### src/rtl/regfile_pkg.sv
// Shared constants and types for the 32x64 register file.
// Default geometry, the zero-register index and the entry data type.
package regfile_pkg;

  localparam int RF_DATA_W   = 64;
  localparam int RF_ADDR_W   = 5;
  localparam int RF_ZERO_REG = 31;
  localparam int RF_ENTRIES  = 1 << RF_ADDR_W;

  typedef logic [RF_DATA_W-1:0] rf_data_t;
  typedef logic [RF_ADDR_W-1:0] rf_addr_t;

endpackage

### src/rtl/dec1to2.sv
// 1-to-2 decoder with enable; building block of the write decode tree.
// Ports: en_i enable, a_i select bit, y_o[1:0] one-hot (all 0 when disabled).
module dec1to2 (
  input  logic       en_i,
  input  logic       a_i,
  output logic [1:0] y_o
);

  assign y_o[0] = en_i & ~a_i;
  assign y_o[1] = en_i &  a_i;

endmodule

### src/rtl/decode_5_32.sv
// 5-to-32 one-hot decoder with enable, a tree of dec1to2 cells, MSB first.
// Ports: idx_i[4:0] index, en_i enable, onehot_o[31:0] one-hot enables.
module decode_5_32
  import regfile_pkg::*;
(
  input  logic [4:0]  idx_i,
  input  logic        en_i,
  output logic [31:0] onehot_o
);

  logic [1:0]  l0;
  logic [3:0]  l1;
  logic [7:0]  l2;
  logic [15:0] l3;

  // Output bit 2n+b of a level means "prefix n, then bit b", so the
  // final vector is indexed by the binary value of idx_i.
  dec1to2 u_l0 (
    .en_i (en_i),
    .a_i  (idx_i[4]),
    .y_o  (l0)
  );

  for (genvar n = 0; n < 2; n++) begin : g_l1
    dec1to2 u_d (
      .en_i (l0[n]),
      .a_i  (idx_i[3]),
      .y_o  (l1[2*n+1:2*n])
    );
  end

  for (genvar n = 0; n < 4; n++) begin : g_l2
    dec1to2 u_d (
      .en_i (l1[n]),
      .a_i  (idx_i[2]),
      .y_o  (l2[2*n+1:2*n])
    );
  end

  for (genvar n = 0; n < 8; n++) begin : g_l3
    dec1to2 u_d (
      .en_i (l2[n]),
      .a_i  (idx_i[1]),
      .y_o  (l3[2*n+1:2*n])
    );
  end

  for (genvar n = 0; n < RF_ENTRIES / 2; n++) begin : g_l4
    dec1to2 u_d (
      .en_i (l3[n]),
      .a_i  (idx_i[0]),
      .y_o  (onehot_o[2*n+1:2*n])
    );
  end

endmodule

### src/rtl/regfile_32x64.sv
// 2**ADDR_W x DATA_W register file: one write port, two combinational reads.
// Ports: clk, reset (async, active-high); RegWrite/WriteRegister/WriteData
// write port; ReadRegister1/2 -> ReadData1/2. Entry ZERO_REG reads 0.
// Macro REGFILE_WRITE_BYPASS_EN forwards same-cycle write data to reads.
module regfile_32x64
  import regfile_pkg::*;
#(
  parameter int DATA_W   = RF_DATA_W,
  parameter int ADDR_W   = RF_ADDR_W,
  parameter int ZERO_REG = RF_ZERO_REG
) (
  input  logic              clk,
  input  logic              reset,
  input  logic              RegWrite,
  input  logic [ADDR_W-1:0] WriteRegister,
  input  logic [DATA_W-1:0] WriteData,
  input  logic [ADDR_W-1:0] ReadRegister1,
  input  logic [ADDR_W-1:0] ReadRegister2,
  output logic [DATA_W-1:0] ReadData1,
  output logic [DATA_W-1:0] ReadData2
);

  localparam int NENT = 1 << ADDR_W;
  localparam logic [ADDR_W-1:0] ZIDX = ADDR_W'(ZERO_REG);

  logic              wen;
  logic [NENT-1:0]   we;
  logic [DATA_W-1:0] rf [NENT];

  // Writes to the zero register never reach the decoder.
  assign wen = RegWrite & (WriteRegister != ZIDX);

  if (ADDR_W == 5) begin : g_dec5
    decode_5_32 u_dec (
      .idx_i    (WriteRegister),
      .en_i     (wen),
      .onehot_o (we)
    );
  end else begin : g_decn
    assign we = wen ? ({{(NENT-1){1'b0}}, 1'b1} << WriteRegister)
                    : '0;
  end

  for (genvar i = 0; i < NENT; i++) begin : g_ent
    if (i == ZERO_REG) begin : g_zero
      logic unused_zero_we;
      assign unused_zero_we = we[i];
      assign rf[i] = '0;
    end else begin : g_reg
      logic [DATA_W-1:0] entry_q;
      logic [DATA_W-1:0] entry_d;

      assign entry_d = we[i] ? WriteData : entry_q;

      always_ff @(posedge clk or posedge reset) begin
        if (reset) begin
          entry_q <= '0;
        end else begin
          entry_q <= entry_d;
        end
      end

      assign rf[i] = entry_q;
    end
  end

`ifdef REGFILE_WRITE_BYPASS_EN
  logic byp1;
  logic byp2;

  // Gated by reset so reads stay 0 while reset is held.
  assign byp1 = wen & ~reset & (ReadRegister1 == WriteRegister);
  assign byp2 = wen & ~reset & (ReadRegister2 == WriteRegister);

  always_comb begin
    ReadData1 = rf[ReadRegister1];
    ReadData2 = rf[ReadRegister2];
    if (byp1) ReadData1 = WriteData;
    if (byp2) ReadData2 = WriteData;
  end
`else
  always_comb begin
    ReadData1 = rf[ReadRegister1];
    ReadData2 = rf[ReadRegister2];
  end
`endif

endmodule

### config.mk
export PLATFORM = sky130hd
export DESIGN_NAME = regfile_32x64
export DESIGN_NICKNAME = d
export VERILOG_FILES = /design/src/rtl/regfile_pkg.sv /design/src/rtl/dec1to2.sv /design/src/rtl/decode_5_32.sv /design/src/rtl/regfile_32x64.sv
export SDC_FILE = /design/constraint.sdc
export NUM_CORES = 2
export LEC_CHECK = 0
export BUFFER_PORTS_ARGS = -buffer_cell sky130_fd_sc_hd__buf_2
export CELL_PAD_IN_SITES_DETAIL_PLACEMENT = 1
export CELL_PAD_IN_SITES_GLOBAL_PLACEMENT = 1
export CORE_MARGIN = 4
export CORE_UTILIZATION = 30
export CTS_CLUSTER_SIZE = 40
export DETAILED_ROUTE_END_ITERATION = 6
export GPL_ROUTABILITY_DRIVEN = 0
export PLACE_DENSITY = 0.54
export RECOVER_POWER = 25
export SLEW_MARGIN = 10
export SYNTH_ARGS = -nofsm -noshare
export SYNTH_HDL_FRONTEND = slang
export SYNTH_SLANG_ARGS = --single-unit
### constraint.sdc
create_clock -name clk -period 134.1 [get_ports clk]
set_clock_uncertainty 0.05 [all_clocks]
set_input_delay 0 -clock clk [delete_from_list [all_inputs] [get_ports clk]]
set_output_delay 0 -clock clk [all_outputs]
set_load 0.01 [all_outputs]
==> results.py <==
metrics = {
    "die": {
        "core_area_um2": 350200,
        "die_area_um2": 362000,
        "start_util_pct": 30.18,
        "die_w_um": 601.6,
        "io_pins": 210,
        "fp.dieH_um": 601.6,
        "rows": 217,
    },
    "yosys": {
        "syn_area_um2": 105700,
        "async_flop_share_pct": 100.0,
        "yosysTopAreaCell": "dfrtp_1",
        "syn-instance-count": 6820,
        "synth_edf_count": 0,
        "synth_cell_type_count": 38,
        "yosysWarnings": 0,
        "yosysTopAreaCellShare_pct": 46.96,
        "synth.area.top_cells": "dfrtp_1 (47%), mux2_2 (22%), mux4_2 (19%)",
        "ys_seq_elements": 1984,
        "yosys-top-cells-count": "mux2_2 (2083), dfrtp_1 (1984), mux4_2 (898)",
        "synth-main-ff-cell": "dfrtp_1",
        "yosysSeqAreaShare_pct": 46.96,
        "syn_avg_cell_area_um2": 15.50,
        "synthMostInstantiatedCell": "mux2_2",
        "synthesis.nets": 6902,
    },
    "sta": {
        "period_needed_ns": 9.690,
        "holdWs_ns": 0.2250,
        "setup-violations-final": 0,
        "period_share_pct": 7.226,
        "hold_viol": 0,
        "max_freq_ghz": 0.1032,
        "tightest_slew_ns": 6.256,
        "rsz0062_at_grt": "no",
        "max-slew-margin-rel_pct": -319.4,
        "setup_ws_ns": 124.41,
        "slew_viol_final": 1102,
        "setup_tns_ns": 0,
    },
    "critical_path": {
        "crit_chain": "dlygate4sd3_1, buf_2, dlygate4sd3_1, clkinvlp_2, clkbuf_1, buf_4, buf_4, buf_12, buf_4",
        "critPathSlowestCell": "clkinvlp_2",
        "cp_max_fo": 142,
        "arrival_ns": 10.51,
        "start_kind": "primary input",
        "endpoint_kind": "asynchronous set/reset pin",
        "timing_worst_setup_path_type": "primary input to asynchronous set/reset pin",
        "path_common_cell": "buf_4",
        "cp_slowest_stage_delay_ns": 3.43,
        "critPathRequiredTime_ns": 134.92,
    },
    "detailed_routing": {
        "via_count": 64643,
        "drtPass1Iterations": 5,
        "drt-wirelength-per-cell_um": 32.67,
        "routed_via_density": 5.608,
        "postRouteAntennaNets": 0,
        "drt-initial-drc-count": 4072,
        "drc": 0,
        "drt_wl_total_um": 376500,
    },
    "finish": {
        "design_area_um2": 119400,
        "regMostFlops": "g_ent.g_reg.entry_q",
        "reg_top3": "g_ent.g_reg.entry_q: 1984 flops",
        "nNetsFinal": 6816,
        "area_growth_pct": 12.98,
        "layout-drive-gt1-share_pct": 53.30,
        "final_cells": 11527,
        "largest_reg_flops": 1984,
    },
    "clocking": {
        "cts.sinks": 1984,
        "clock_latency_ns": 0.90,
        "numCtsBuffers": 228,
        "cts_resized": 0,
        "cts_tree": "built",
        "cts_root_buffer": "clkbuf_16",
        "clockBufferDepth": 4,
        "cts.clk_slew.worst_paths_ns": 0.07,
        "h-tree-depth": 4,
    },
    "place": {
        "dp_slack_ns": 128.68,
        "io_buffers": 209,
        "hpwl_um": 211400,
        "placed_area_um2": 111000,
        "numPlacedInstances": 11026,
    },
    "grt": {
        "grt-ovfl-total": 0,
        "grt_max_degree": 177,
        "antenna_found_initial": 35,
        "grt_pass1_vias": 71129,
        "grt_usage_pct": 20.50,
        "grt_pass1_wl_um": 547300,
    },
    "power_and_ir_drop": {
        "ir_drop_uv": 11.33,
        "powerDensity_nw_per_um2": 15.54,
        "p_leak_nw": 51.94,
    },
    "run_status": {
        "status": "finished, violations left",
        "violations": "max-capacitance violations, max-slew violations",
    },
    "worst_hold_path": {
        "hold_path.class": "primary input to flip-flop",
    },
    "job": {
        "max_cap_viol_count": 39,
    },
}
-- cells by family (layout without fill, tap and decap cells) --
kind of cell	after synthesis	count (layout)	share of synthesized area, %
compound gates	390	390	2.921
buf+inv	744	843	2.954
flops	1984	1984	46.96
mux	3513	3513	46.39
other cells	0	9	0
simple gates	189	189	0.7752
-- timing repair --
| item | CTS | global route |
|---|---|---|
| buffers inserted | 0 | 0 |
| endpoints found under the hold margin | 2112 | 0 |
| hold buffers | 77 | 0 |
-- layout by cell type (no fill, tap or decap), types with 3 or more instances in the layout --
| cell | instances |
|---|---|
| mux2i_1 | 505 |
| nand2_1 | 15 |
| o2bb2ai_1 | 126 |
| buf_8 | 7 |
| o22ai_1 | 124 |
| mux2_2 | 2079 |
| mux2_1 | 31 |
| bufinv_16 | 27 |
| nand2b_1 | 7 |
| clkinv_4 | 3 |
| nand3_4 | 3 |
| mux4_2 | 898 |
| nand4b_1 | 3 |
| nor3_1 | 3 |
| clkbuf_8 | 51 |
| a211o_1 | 124 |
| clkbuf_1 | 70 |
| clkbuf_16 | 236 |
| diode_2 | 9 |
| nand2b_4 | 3 |
| dfrtp_1 | 1984 |
| nor2b_1 | 3 |
| a2bb2oi_1 | 3 |
| buf_4 | 110 |
| clkinvlp_4 | 8 |
| clkinv_2 | 35 |
| dlygate4sd3_1 | 77 |
| nor2_1 | 137 |
| buf_2 | 200 |
| o211ai_1 | 5 |
| buf_12 | 12 |
-- path summary, 6_finish.rpt --
path	startpoint	to	slack (ns)	cells past startpoint
hold / removal	WriteData[46]	g_ent[20].g_reg.entry_q[46]	0.23	3
hold reg to reg	g_ent[28].g_reg.entry_q[40]	g_ent[28].g_reg.entry_q[40]	0.46	1
min in group asynchronous	reset	g_ent[13].g_reg.entry_q[9]	2.14	4
setup / recovery	reset	g_ent[20].g_reg.entry_q[32]	124.41	9
max in group clk	WriteRegister[1]	g_ent[12].g_reg.entry_q[57]	127.99	7
setup reg to reg	g_ent[11].g_reg.entry_q[14]	g_ent[11].g_reg.entry_q[14]	132.72	2
-- report_power, final --
part | total (mW) | internal [mW] | switching, mW
clock | 0.669 | 0.401 | 0.268
combinational | 0.382 | 0.226 | 0.156
sequential | 0.805 | 0.717 | 0.0889
-- layer usage --
metal | wire, µm | part of all wire, % | up-vias | global-route usage [%]
li1 | - | - | 26318 | -
met4 | 11610 | 3.1 | 12 | 5.731
met5 | 71 | 0.019 | - | 0
met2 | 183600 | 49 | 1348 | 34.45
met3 | 13970 | 3.7 | 528 | 2.505
met1 | 167300 | 44 | 36437 | 27.89
-- through the flow --
| stage | util [%] | power, mW |
|---|---|---|
| floorplan | - | 1.083 |
| global placement | 31.69 | 1.182 |
| CTS | 34.18 | 1.880 |
| detailed placement | 31.69 | 1.199 |
| global route | 34.10 | 1.946 |
| finish | 34.10 | 1.857 |
-- critical path: cells and delay by family --
kind	cells	cell delay [ns]
buffers and inverters	9	9.87
-- area by class of cell --
cell class / count / area [µm²]
sequential: 1984 / 49650
timing repair buffer: 426 / 3018
clock buffer: 337 / 6795
antenna: 9 / 22.52
fill: 35609 / 230800
tap: 4599 / 5754
multi-input combinational: 4092 / 53030
clock inverter: 78 / 1146
inverter: 2 / 16.27
Note: power is estimated with default switching activity, not from simulation.
